==> config.mk <==
export PLATFORM = sky130hd
export DESIGN_NAME = fp_mul_seq
export DESIGN_NICKNAME = d
export VERILOG_FILES = /design/src/rtl/fp_pkg.sv /design/src/rtl/fp_classify.sv /design/src/rtl/fp_mul_seq.sv
export SDC_FILE = /design/constraint.sdc
export NUM_CORES = 1
export LEC_CHECK = 0
export ABC_AREA = 1
export BUFFER_PORTS_ARGS = -buffer_cell sky130_fd_sc_hd__buf_2
export CAP_MARGIN = 20
export CORE_ASPECT_RATIO = 0.7
export CORE_MARGIN = 1
export CORE_UTILIZATION = 60
export CTS_CLUSTER_DIAMETER = 50
export DETAILED_ROUTE_END_ITERATION = 8
export GPL_TIMING_DRIVEN = 0
export PLACE_DENSITY = 0.8
export SLEW_MARGIN = 20
export SYNTH_ARGS = -nofsm -noshare
export SYNTH_HDL_FRONTEND = slang
export SYNTH_SLANG_ARGS = --single-unit
export TNS_END_PERCENT = 50
==> constraint.sdc <==
create_clock -name clk -period 3.2 [get_ports clk]
set_input_delay 0.64 -clock clk [delete_from_list [all_inputs] [get_ports clk]]
set_output_delay 0.64 -clock clk [all_outputs]
set_load 0.01 [all_outputs]
==> src/rtl/fp_pkg.sv <==
// Shared types and constant helpers for the parametrised floating-point units.
package fp_pkg;

  // Sequencer states of the iterative multiplier.
  typedef enum logic [2:0] {
    IDLE   = 3'd0,
    UNPACK = 3'd1,
    MULT   = 3'd2,
    NORM   = 3'd3,
    ROUND  = 3'd4,
    DONE   = 3'd5
  } state_t;

  // Operand classes; denormals are folded into ZERO.
  typedef enum logic [1:0] {
    ZERO   = 2'd0,
    NORMAL = 2'd1,
    INF    = 2'd2,
    NAN    = 2'd3
  } fp_class_t;

  // Exponent bias for an ew-bit exponent field: 2^(ew-1) - 1.
  function automatic int fp_bias(input int ew);
    return (32'sd1 << (ew - 1)) - 32'sd1;
  endfunction

  // Canonical quiet NaN: sign 0, exponent all ones, fraction MSB set.
  function automatic logic [63:0] fp_qnan(input int ew, input int mw);
    logic [63:0] q;
    q = 64'd0;
    for (int i = 0; i < ew; i++) begin
      q[mw + i] = 1'b1;
    end
    q[mw - 1] = 1'b1;
    return q;
  endfunction

endpackage

==> src/rtl/fp_classify.sv <==
// Splits one operand into sign, exponent and significand (hidden bit restored)
// and classifies it. Denormals are reported as ZERO with a zero significand.
module fp_classify import fp_pkg::*; #(
  parameter int EW = 8,
  parameter int MW = 23
) (
  input  logic [EW+MW:0] op,
  output logic           sign,
  output logic [EW-1:0]  exp,
  output logic [MW:0]    sig,
  output fp_class_t      cls
);

  // Field extraction and class decode.
  always_comb begin
    sign = op[EW+MW];
    exp  = op[EW+MW-1:MW];
    sig  = {(MW+1){1'b0}};
    cls  = ZERO;
    if (op[EW+MW-1:MW] == {EW{1'b0}}) begin
      cls = ZERO;
    end else if (op[EW+MW-1:MW] == {EW{1'b1}}) begin
      if (op[MW-1:0] == {MW{1'b0}}) begin
        cls = INF;
      end else begin
        cls = NAN;
      end
    end else begin
      cls = NORMAL;
      sig = {1'b1, op[MW-1:0]};
    end
  end

endmodule

==> src/rtl/fp_mul_seq.sv <==
// Sequential floating-point multiplier: one shift-add step per cycle on the
// significands, then normalisation and round-to-nearest-even. Result and flags
// are committed together with a one-cycle ready pulse.
module fp_mul_seq import fp_pkg::*; #(
  parameter  int EW = 8,
  parameter  int MW = 23,
  localparam int W  = 1 + EW + MW
) (
  input  logic         clk,
  input  logic         rst_n,
  input  logic         start,
  input  logic [W-1:0] A,
  input  logic [W-1:0] B,
  output logic [W-1:0] Y,
  output logic         ready,
  output logic         busy,
  output logic         overflow,
  output logic         underflow,
  output logic         invalid
);

  localparam int PW = 2 * (MW + 1);
  localparam int XW = EW + 2;
  localparam int CW = $clog2(MW + 1);
  localparam logic signed [XW-1:0] BIAS_X  = XW'(fp_bias(EW));
  localparam logic signed [XW-1:0] EMAX_X  = {2'b00, {EW{1'b1}}};
  localparam logic signed [XW-1:0] ONE_X   = {{(XW-1){1'b0}}, 1'b1};
  localparam logic        [W-1:0]  QNAN    = W'(fp_qnan(EW, MW));

  state_t state_r, state_s;

  logic [W-1:0]  a_r, b_r;
  logic [PW-1:0] prod_r;
  logic [MW:0]   mcand_r;
  logic [CW-1:0] cnt_r;
  logic signed [XW-1:0] exp_r;
  logic          sign_r;
  logic [MW:0]   mant_r;
  logic          guard_r, sticky_r;
  logic [W-1:0]  res_r;
  logic          res_ov_r, res_un_r, res_inv_r;
  logic [W-1:0]  y_r;
  logic          ready_r, busy_r, ov_r, un_r, inv_r;

  logic          sign_a, sign_b, sign_s;
  logic [EW-1:0] exp_a, exp_b;
  logic [MW:0]   sig_a, sig_b;
  fp_class_t     cls_a, cls_b;

  logic          accept_s;
  logic          special_s, spec_inv_s;
  logic [W-1:0]  spec_res_s;
  logic [MW:0]   norm_mant_s;
  logic          norm_guard_s, norm_sticky_s;
  logic signed [XW-1:0] norm_exp_s;
  logic          inc_s;
  logic [MW+1:0] sum_s;
  logic [MW-1:0] frac_s;
  logic signed [XW-1:0] rexp_s;
  logic [W-1:0]  round_res_s;
  logic          round_ov_s, round_un_s;

  // One shift-add step: add the multiplicand into the upper half when the
  // current multiplier LSB is set, then shift the whole register right.
  function automatic logic [PW-1:0] mul_step(input logic [PW-1:0] p, input logic [MW:0] m);
    logic [MW+1:0] acc;
    acc = {1'b0, p[PW-1:MW+1]} + (p[0] ? {1'b0, m} : {(MW+2){1'b0}});
    return {acc, p[MW:1]};
  endfunction

  fp_classify #(.EW(EW), .MW(MW)) u_cls_a (
    .op(a_r), .sign(sign_a), .exp(exp_a), .sig(sig_a), .cls(cls_a)
  );

  fp_classify #(.EW(EW), .MW(MW)) u_cls_b (
    .op(b_r), .sign(sign_b), .exp(exp_b), .sig(sig_b), .cls(cls_b)
  );

  assign sign_s   = sign_a ^ sign_b;
  assign accept_s = start && ((state_r == IDLE) || (state_r == DONE));

  // Next-state logic; MULT holds for MW cycles because the first of the
  // MW+1 shift-add steps is taken on the way out of UNPACK.
  always_comb begin
    state_s = state_r;
    case (state_r)
      IDLE: begin
        if (accept_s) state_s = UNPACK;
        else          state_s = IDLE;
      end
      UNPACK: begin
        if (special_s) state_s = DONE;
        else           state_s = MULT;
      end
      MULT: begin
        if (cnt_r == CW'(MW - 1)) state_s = NORM;
        else                      state_s = MULT;
      end
      NORM:  state_s = ROUND;
      ROUND: state_s = DONE;
      DONE: begin
        if (accept_s) state_s = UNPACK;
        else          state_s = IDLE;
      end
      default: state_s = IDLE;
    endcase
  end

  // Special-operand results (NaN, infinity, zero) that bypass the datapath.
  always_comb begin
    special_s  = 1'b0;
    spec_inv_s = 1'b0;
    spec_res_s = {W{1'b0}};
    if ((cls_a == NAN) || (cls_b == NAN) ||
        ((cls_a == INF) && (cls_b == ZERO)) || ((cls_a == ZERO) && (cls_b == INF))) begin
      special_s  = 1'b1;
      spec_inv_s = 1'b1;
      spec_res_s = QNAN;
    end else if ((cls_a == INF) || (cls_b == INF)) begin
      special_s  = 1'b1;
      spec_res_s = {sign_s, {EW{1'b1}}, {MW{1'b0}}};
    end else if ((cls_a == ZERO) || (cls_b == ZERO)) begin
      special_s  = 1'b1;
      spec_res_s = {sign_s, {(EW+MW){1'b0}}};
    end else begin
      special_s  = 1'b0;
      spec_res_s = {W{1'b0}};
    end
  end

  // Normalisation: a product in [2,4) drops one more bit and bumps the exponent.
  always_comb begin
    norm_mant_s   = prod_r[PW-2:MW];
    norm_guard_s  = prod_r[MW-1];
    norm_sticky_s = |prod_r[MW-2:0];
    norm_exp_s    = exp_r;
    if (prod_r[PW-1]) begin
      norm_mant_s   = prod_r[PW-1:MW+1];
      norm_guard_s  = prod_r[MW];
      norm_sticky_s = |prod_r[MW-1:0];
      norm_exp_s    = exp_r + ONE_X;
    end else begin
      norm_mant_s   = prod_r[PW-2:MW];
      norm_guard_s  = prod_r[MW-1];
      norm_sticky_s = |prod_r[MW-2:0];
      norm_exp_s    = exp_r;
    end
  end

  // Round to nearest even, renormalise on carry-out, then saturate or flush.
  always_comb begin
    inc_s = guard_r & (sticky_r | mant_r[0]);
    sum_s = {1'b0, mant_r} + {{(MW+1){1'b0}}, inc_s};
    if (sum_s[MW+1]) begin
      frac_s = sum_s[MW:1];
      rexp_s = exp_r + ONE_X;
    end else begin
      frac_s = sum_s[MW-1:0];
      rexp_s = exp_r;
    end
    round_ov_s  = 1'b0;
    round_un_s  = 1'b0;
    round_res_s = {sign_r, rexp_s[EW-1:0], frac_s};
    if (rexp_s >= EMAX_X) begin
      round_ov_s  = 1'b1;
      round_res_s = {sign_r, {EW{1'b1}}, {MW{1'b0}}};
    end else if (rexp_s <= $signed({XW{1'b0}})) begin
      round_un_s  = 1'b1;
      round_res_s = {sign_r, {(EW+MW){1'b0}}};
    end else begin
      round_res_s = {sign_r, rexp_s[EW-1:0], frac_s};
    end
  end

  // State register.
  always_ff @(posedge clk or negedge rst_n) begin
    if (!rst_n) state_r <= IDLE;
    else        state_r <= state_s;
  end

  // Operand capture and per-state datapath updates.
  always_ff @(posedge clk or negedge rst_n) begin
    if (!rst_n) begin
      a_r       <= {W{1'b0}};
      b_r       <= {W{1'b0}};
      prod_r    <= {PW{1'b0}};
      mcand_r   <= {(MW+1){1'b0}};
      cnt_r     <= {CW{1'b0}};
      exp_r     <= {XW{1'b0}};
      sign_r    <= 1'b0;
      mant_r    <= {(MW+1){1'b0}};
      guard_r   <= 1'b0;
      sticky_r  <= 1'b0;
      res_r     <= {W{1'b0}};
      res_ov_r  <= 1'b0;
      res_un_r  <= 1'b0;
      res_inv_r <= 1'b0;
    end else begin
      if (accept_s) begin
        a_r <= A;
        b_r <= B;
      end
      case (state_r)
        UNPACK: begin
          prod_r    <= mul_step({{(MW+1){1'b0}}, sig_b}, sig_a);
          mcand_r   <= sig_a;
          cnt_r     <= {CW{1'b0}};
          exp_r     <= $signed({2'b00, exp_a}) + $signed({2'b00, exp_b}) - BIAS_X;
          sign_r    <= sign_s;
          res_r     <= spec_res_s;
          res_inv_r <= spec_inv_s;
          res_ov_r  <= 1'b0;
          res_un_r  <= 1'b0;
        end
        MULT: begin
          prod_r <= mul_step(prod_r, mcand_r);
          cnt_r  <= cnt_r + {{(CW-1){1'b0}}, 1'b1};
        end
        NORM: begin
          mant_r   <= norm_mant_s;
          guard_r  <= norm_guard_s;
          sticky_r <= norm_sticky_s;
          exp_r    <= norm_exp_s;
        end
        ROUND: begin
          res_r    <= round_res_s;
          res_ov_r <= round_ov_s;
          res_un_r <= round_un_s;
        end
        default: begin
        end
      endcase
    end
  end

  // Registered outputs: result and flags commit as DONE ends, with ready.
  always_ff @(posedge clk or negedge rst_n) begin
    if (!rst_n) begin
      y_r     <= {W{1'b0}};
      ready_r <= 1'b0;
      busy_r  <= 1'b0;
      ov_r    <= 1'b0;
      un_r    <= 1'b0;
      inv_r   <= 1'b0;
    end else begin
      ready_r <= (state_r == DONE);
      busy_r  <= (state_r == UNPACK) || (state_r == MULT) ||
                 (state_r == NORM)   || (state_r == ROUND);
      if (state_r == DONE) begin
        y_r   <= res_r;
        ov_r  <= res_ov_r;
        un_r  <= res_un_r;
        inv_r <= res_inv_r;
      end else if (accept_s) begin
        ov_r  <= 1'b0;
        un_r  <= 1'b0;
        inv_r <= 1'b0;
      end
    end
  end

  assign Y         = y_r;
  assign ready     = ready_r;
  assign busy      = busy_r;
  assign overflow  = ov_r;
  assign underflow = un_r;
  assign invalid   = inv_r;

endmodule

==> impl_metrics.tcl, run 1 <==
set metrics [dict create \
    dieHeight_um 128 \
    drv_slew 0 \
    dpl.hpwl_um 28600 \
    ys.warnings.count 0 \
    syn_nets 1878 \
    rows 45 \
    async_flop_share 1.00 \
    rr_endpoint "res_r[23]$_DFFE_PN0P_" \
    synth_xor_area_frac 0.0154 \
    firstDrtPassIters 6 \
    path_buf_inv 4 \
    vias 12900 \
    hold_violations 0 \
    grt_first_pass_wirelength_um 62100 \
    ys_types 53 \
    avgSynthCellArea_um2 7.74 \
    drive_above_1_share 0.104 \
    numCtsBuffers 25 \
    synthCells 1765 \
    grt_max_degree 100 \
    arrival_ps 3560 \
    ff2ff_path_depth 16 \
    core_area_um2 22000 \
    fin_crit_sh 0.961 \
    ff2ff_setup_slack_ps 130 \
    critPathMaxFanout 10 \
    synth.area.top_cells "dfrtp_1 46%, nand2_1 13%, inv_1 5.2%" \
    num-nets-final 2010 \
    gp_congestion 0.944 \
    cts_tree "built" \
    ir_drop_mv 0.777 \
    fillCellCount 1837 \
    status "completed" \
    critical_path.top_delay_family "simple AND/OR/NAND/NOR gates" \
    netlist_area_um2 13700 \
    htree_levels 1 \
    yosysSeqAreaShare 0.463 \
    drc_errors 0 \
    viasPerCell 5.79 \
    first_global_vias 12000 \
    final_cell_mix "477 x nand2_1, 253 x dfrtp_1, 190 x inv_1, 180 x nor2_1, 121 x a21oi_1" \
    multi_input_area_um2 6320 \
    io_buffers 103 \
    start_util 0.621 \
    clock_latency_ps 550 \
    fin_crit_ps 3070 \
    worstPathCellList "nor2_1 > nor2_2 > ha_4 > ha_1 > nand2_1 > nor2_2 > nand2_2 > inv_2 > nand2_2 > inv_1 > buf_2 > o21ai_2 > buf_2 > and2_1 > o21ai_0 > nand2_1" \
    drv_cap 0 \
    synth_top_family_by_area "simple AND/OR/NAND/NOR gates" \
    seq_area_um2 6330 \
    netlist.area_leader.share 0.463 \
    overflow 0 \
    root_buffer "clkbuf_16" \
    cp_data_required_time_ps 3680 \
    worst_pin_slew_ps 890 \
    io_pins 104 \
    antenna_found_initial 0 \
    slew_headroom 0.405 \
    crit-reg2reg-launch "mant_r[0]$_DFFE_PN0P_" \
    skew_ps 9.40 \
    diodes 0 \
    start_kind "register" \
    synth-edff-count 0 \
    clock_sinks 253 \
    synthSimpleGateAreaFrac 0.256 \
    drt-total-wl_um 38800 \
    netlist.top_cell.by_area "dfrtp_1" \
    crit_path_max_incr_delay_ps 450 \
    setup_viol 0 \
    drtAntennaViolNets 0 \
    placed_cell_area_um2 14600 \
    holdWs_ps 26.4 \
    rsz0062_at_grt "false" \
    ys_ff_latch 253 \
    crit_path_end_kind "register" \
    initialDrtViolationCount 1283 \
    critPathSlowestCell "o21ai_2" \
    grt_usage 0.337 \
    cts.clk_slew.worst_paths_ps 70 \
    yosys_most_used_dff "dfrtp_1" \
    clockBufferDepth 3 \
    area_growth_pct 13.7 \
    fp.dieW_um 182 \
    hp-class "input pin to asynchronous set/reset pin" \
    p_per_area_nw_per_um2 1150 \
    synth_compound_area_frac 0.134 \
    synthAdderAreaFrac 0.0432 \
    final_common_cell "nand2_1" \
    synth_mux_area_frac 0.0123 \
    stdcell_area_um2 15500 \
    p_leak_uw 0.00798 \
    maxClockFrequency_ghz 0.325 \
    dieArea_um2 23400 \
    path_class "register to register" \
    drt-wirelength-per-cell_um 17.5 \
]
-- logic make-up (layout without fill, tap and decap cells) --
kind of cell	Yosys count	in the layout
xor+xnor	24	24
flops	253	253
mux	15	15
buf+inv	266	416
simple gates	835	835
fa+ha+maj	46	46
compound gates	326	326
-- final cells by class --
type	count	share of cell area
Sequential cell	253	0.407
Tap cell	305	0.0246
Timing Repair Buffer	105	0.0374
Multi-Input combinational cell	1246	0.407
Buffer	73	0.0206
Clock inverter	10	0.00958
Clock buffer	35	0.0472
Inverter	193	0.0466
-- sequential cells by signal, summed over array words and instances (netlist names), 3 cells and up --
register	flops
prod_r	48
Y	32
a_r	32
b_r	32
res_r	32
mant_r	24
mcand_r	24
exp_r	10
cnt_r	5
state_r	3
-- cell usage after synthesis (13+ instances only) --
cell and count:
nand3_1 88, xor2_1 17, clkbuf_1 54, nor2_1 181
nand4_1 32, o211ai_1 13, o21ai_1 13, dfrtp_1 253
ha_1 44, nand3b_1 13, mux2_2 14, nand2_1 477
o221ai_1 16, a31oi_1 35, o21ai_0 104, inv_1 190
nor3_1 16, a21oi_1 121
-- report_power, final --
group          internal (uW)  total (uW)  switching [uW]
Combinational           3090        9060            5970
Clock                   1850        3160            1300
Sequential              4640        5730            1080
-- layer usage --
layer  part of all wire  GRT usage  up-vias
li1                   -          -     6045
met1               0.46      0.504     6101
met2               0.41      0.497      650
met3               0.11     0.0707       64
met4              0.019     0.0796        2
met5             0.0032     0.0379        -
-- worst max path at each step --
stage | from | slack (ps) | end | cells past startpoint
floorplan | prod_r[0]$_DFFE_PN0P_ | 730 | prod_r[33]$_DFFE_PN0P_ | 13
global placement | rst_n | -2970 | Y[19]$_DFFE_PN0P_ | 1
detailed placement | prod_r[0]$_DFFE_PN0P_ | -100 | prod_r[45]$_DFFE_PN0P_ | 14
CTS | prod_r[0]$_DFFE_PN0P_ | 50 | prod_r[45]$_DFFE_PN0P_ | 14
global route | mant_r[0]$_DFFE_PN0P_ | 4 | res_r[20]$_DFFE_PN0P_ | 19
finish | mant_r[0]$_DFFE_PN0P_ | 130 | res_r[23]$_DFFE_PN0P_ | 16
-- per-stage QoR --
step	total power, uW	util	setup TNS [ps]	instances	setup slack [ps]
2_1_floorplan	11800	-	0	1765	731
3_3_place_gp	14200	0.661	-742650	2173	-2970
3_5_place_dp	14500	0.664	-262	2175	-102
4_1_cts	17700	0.705	0	2220	45.7
5_1_grt	19400	0.706	0	2220	4.18
6_report	17900	0.706	0	2220	126
-- repair_timing --
item                       in CTS  in global routing
setup buffers                   0                  0
hold buffers                    0                  0
gates cloned                    0                  0
setup endpoints to repair       8                 45
gates resized for setup         2                 13
No activity file was read; power rests on OpenSTA's default activity.
==> run 2, diff against run 1 <==
Settings changed: REMOVE_ABC_BUFFERS set to 1.
==> run 2 against run 1 <==
Compared with the run above: register-to-register slack better by 50 ps; critical path depth is 1 lower; first-iteration DRC count is 11% lower; combinational power is 3.0% lower; clock skew is 13 ps higher; power is 1.9% lower; critical path type unchanged; critical endpoint is now res_r[2]$_DFFE_PN0P_; largest power group unchanged.
==> impl_metrics.tcl, run 2 (synthesized netlist as in run 1, its figures left out) <==
set metrics [dict create \
    drtAntennaViolNets 0 \
    drt-wirelength-per-cell_um 16.2 \
    slew_headroom 0.286 \
    num-nets-final 1954 \
    antenna_found_initial 0 \
    fillCellCount 1777 \
    fin_crit_ps 3020 \
    stdcell_area_um2 15500 \
    root_buffer "clkbuf_16" \
    cts.clk_slew.worst_paths_ps 60 \
    holdWs_ps 53.9 \
    grt_max_degree 103 \
    path_class "register to register" \
    numCtsBuffers 26 \
    clockBufferDepth 3 \
    worst_pin_slew_ps 1070 \
    drv_cap 0 \
    hold_violations 0 \
    first_global_vias 11500 \
    final_common_cell "nand2_1" \
    p_int_uw 9540 \
    dieArea_um2 23400 \
    drc_errors 0 \
    ir_drop_mv 0.689 \
    core_area_um2 22000 \
    cp_data_required_time_ps 3620 \
    status "completed" \
    setup-tns-final_ps 0 \
    drive_above_1_share 0.115 \
    p_per_area_nw_per_um2 1130 \
    placed_cell_area_um2 14500 \
    dieHeight_um 128 \
    initialDrtViolationCount 1141 \
    cts_tree "built" \
    final_core_util 0.705 \
    swShare 0.458 \
    area_growth_pct 13.6 \
    grt_usage 0.307 \
    finalNonFillerCells 2163 \
    skew_ps 22.8 \
    start_kind "register" \
    setup_viol 0 \
    clock_sinks 253 \
    htree_levels 1 \
    fin_crit_sh 0.944 \
    p_switching_uw 8060 \
    clock_latency_ps 560 \
    firstDrtPassIters 6 \
    overflow 0 \
    dpl.hpwl_um 24100 \
    fp.dieW_um 182 \
    p_seq_frac 0.330 \
    p_leak_uw 0.00793 \
    rows 45 \
    io_pins 104 \
    final_cell_mix "473 x nand2_1, 252 x dfrtp_1, 186 x inv_1, 175 x nor2_1, 121 x a21oi_1" \
    clockPowerShare 0.171 \
    drt-total-wl_um 35100 \
    start_util 0.621 \
    largest_register_ff_count 48 \
    dp.cells 2110 \
    hp-class "input pin to asynchronous set/reset pin" \
    critPathMaxFanout 21 \
    diodes 0 \
    gp_congestion 0.938 \
    postCtsHoldBufs 0 \
    viasPerCell 5.61 \
    grt_first_pass_wirelength_um 57600 \
    pwr-share-comb 0.499 \
    drv_slew 0 \
    regMostFlops "prod_r" \
    crit_path_end_kind "register" \
    vias 12100 \
    arrival_ps 3440 \
    maxClockFrequency_ghz 0.331 \
    io_buffers 103 \
]
==> run 2: cell types whose count changed in the layout (fill, tap and decap cells not counted), moves of 3 or more <==
cell / change
buf_1: -8
buf_16: +4
buf_2: -4
buf_6: -3
bufinv_16: -3
clkbuf_1: -48
clkbuf_2: -3
clkinv_2: -3
inv_1: -4
inv_6: +4
nand2_1: -4
nor2_1: -5
nor2_4: +3
==> run 2: repair_timing <==
| item | in CTS | in global routing |
|---|---|---|
| endpoints found under the setup margin | 65 | 64 |
| cloned | 2 | 1 |
| buffers inserted | 4 | 1 |
| resized for setup | 10 | 18 |
| pin swaps | 1 | 1 |
==> run 2: layout make-up <==
cell class              count  area, um^2  area share
well taps                 305         382      0.0246
flip-flops and latches    253        6330       0.408
repair inverters            1        5.00    0.000322
clock buffers              41         797      0.0513
multi-input cells        1248        6420       0.413
repair buffers            118         798      0.0514
inverters                 193         738      0.0475
clock inverters             4        56.3     0.00363
==> run 2: stage by stage <==
step	total power, uW	setup slack [ps]
final	17600	178
after global routing	19100	-1.82
after CTS	17400	26.2
after detailed placement	14200	-811
after global placement	13900	-4350
after floorplan	11700	-2360
==> run 2: final timing paths <==
check | from | endpoint | slack (ps) | cells past startpoint
min in group clk | B[29] | b_r[29]$_DFFE_PN0P_ | 310 | 2
hold reg to reg | Y[10]$_DFFE_PN0P_ | Y[10]$_DFFE_PN0P_ | 460 | 2
max in group asynchronous | rst_n | prod_r[0]$_DFFE_PN0P_ | 2210 | 2
hold / removal | rst_n | mcand_r[17]$_DFFE_PN0P_ | 50 | 1
setup / recovery | sticky_r$_DFFE_PN0P_ | res_r[2]$_DFFE_PN0P_ | 180 | 15
setup reg to reg | sticky_r$_DFFE_PN0P_ | res_r[2]$_DFFE_PN0P_ | 180 | 15
==> run 2: power by group through the flow <==
stage               clock (uW)  sequential, uW  combinational, uW
floorplan                    0            5570               6140
CTS                       3030            5790               8610
finish                    3010            5810               8790
detailed placement           0            5810               8440
global route              3170            5980               9950
global placement             0            5770               8090
==> run 2: worst max-delay path, stage by stage (launching register included) <==
cell,delay (ps)
dfrtp_1,400
nor2_1,60
nor2_1,140
ha_2,250
ha_1,200
nand2_1,70
nor2_2,160
nand2_2,160
inv_6,170
nand2_8,140
clkinvlp_4,220
nand2_2,170
o21ai_4,200
nand2_4,200
nand2_4,210
o21ai_0,100
==> run 2: metal layers <==
metal  routed length, um  GRT usage  vias to the layer above
met1               16500      0.456                     5721
met5                   0          0                        -
li1                    -          -                     5948
met2               15100      0.474                      414
met4                 662     0.0648                        0
met3                2840     0.0528                       55
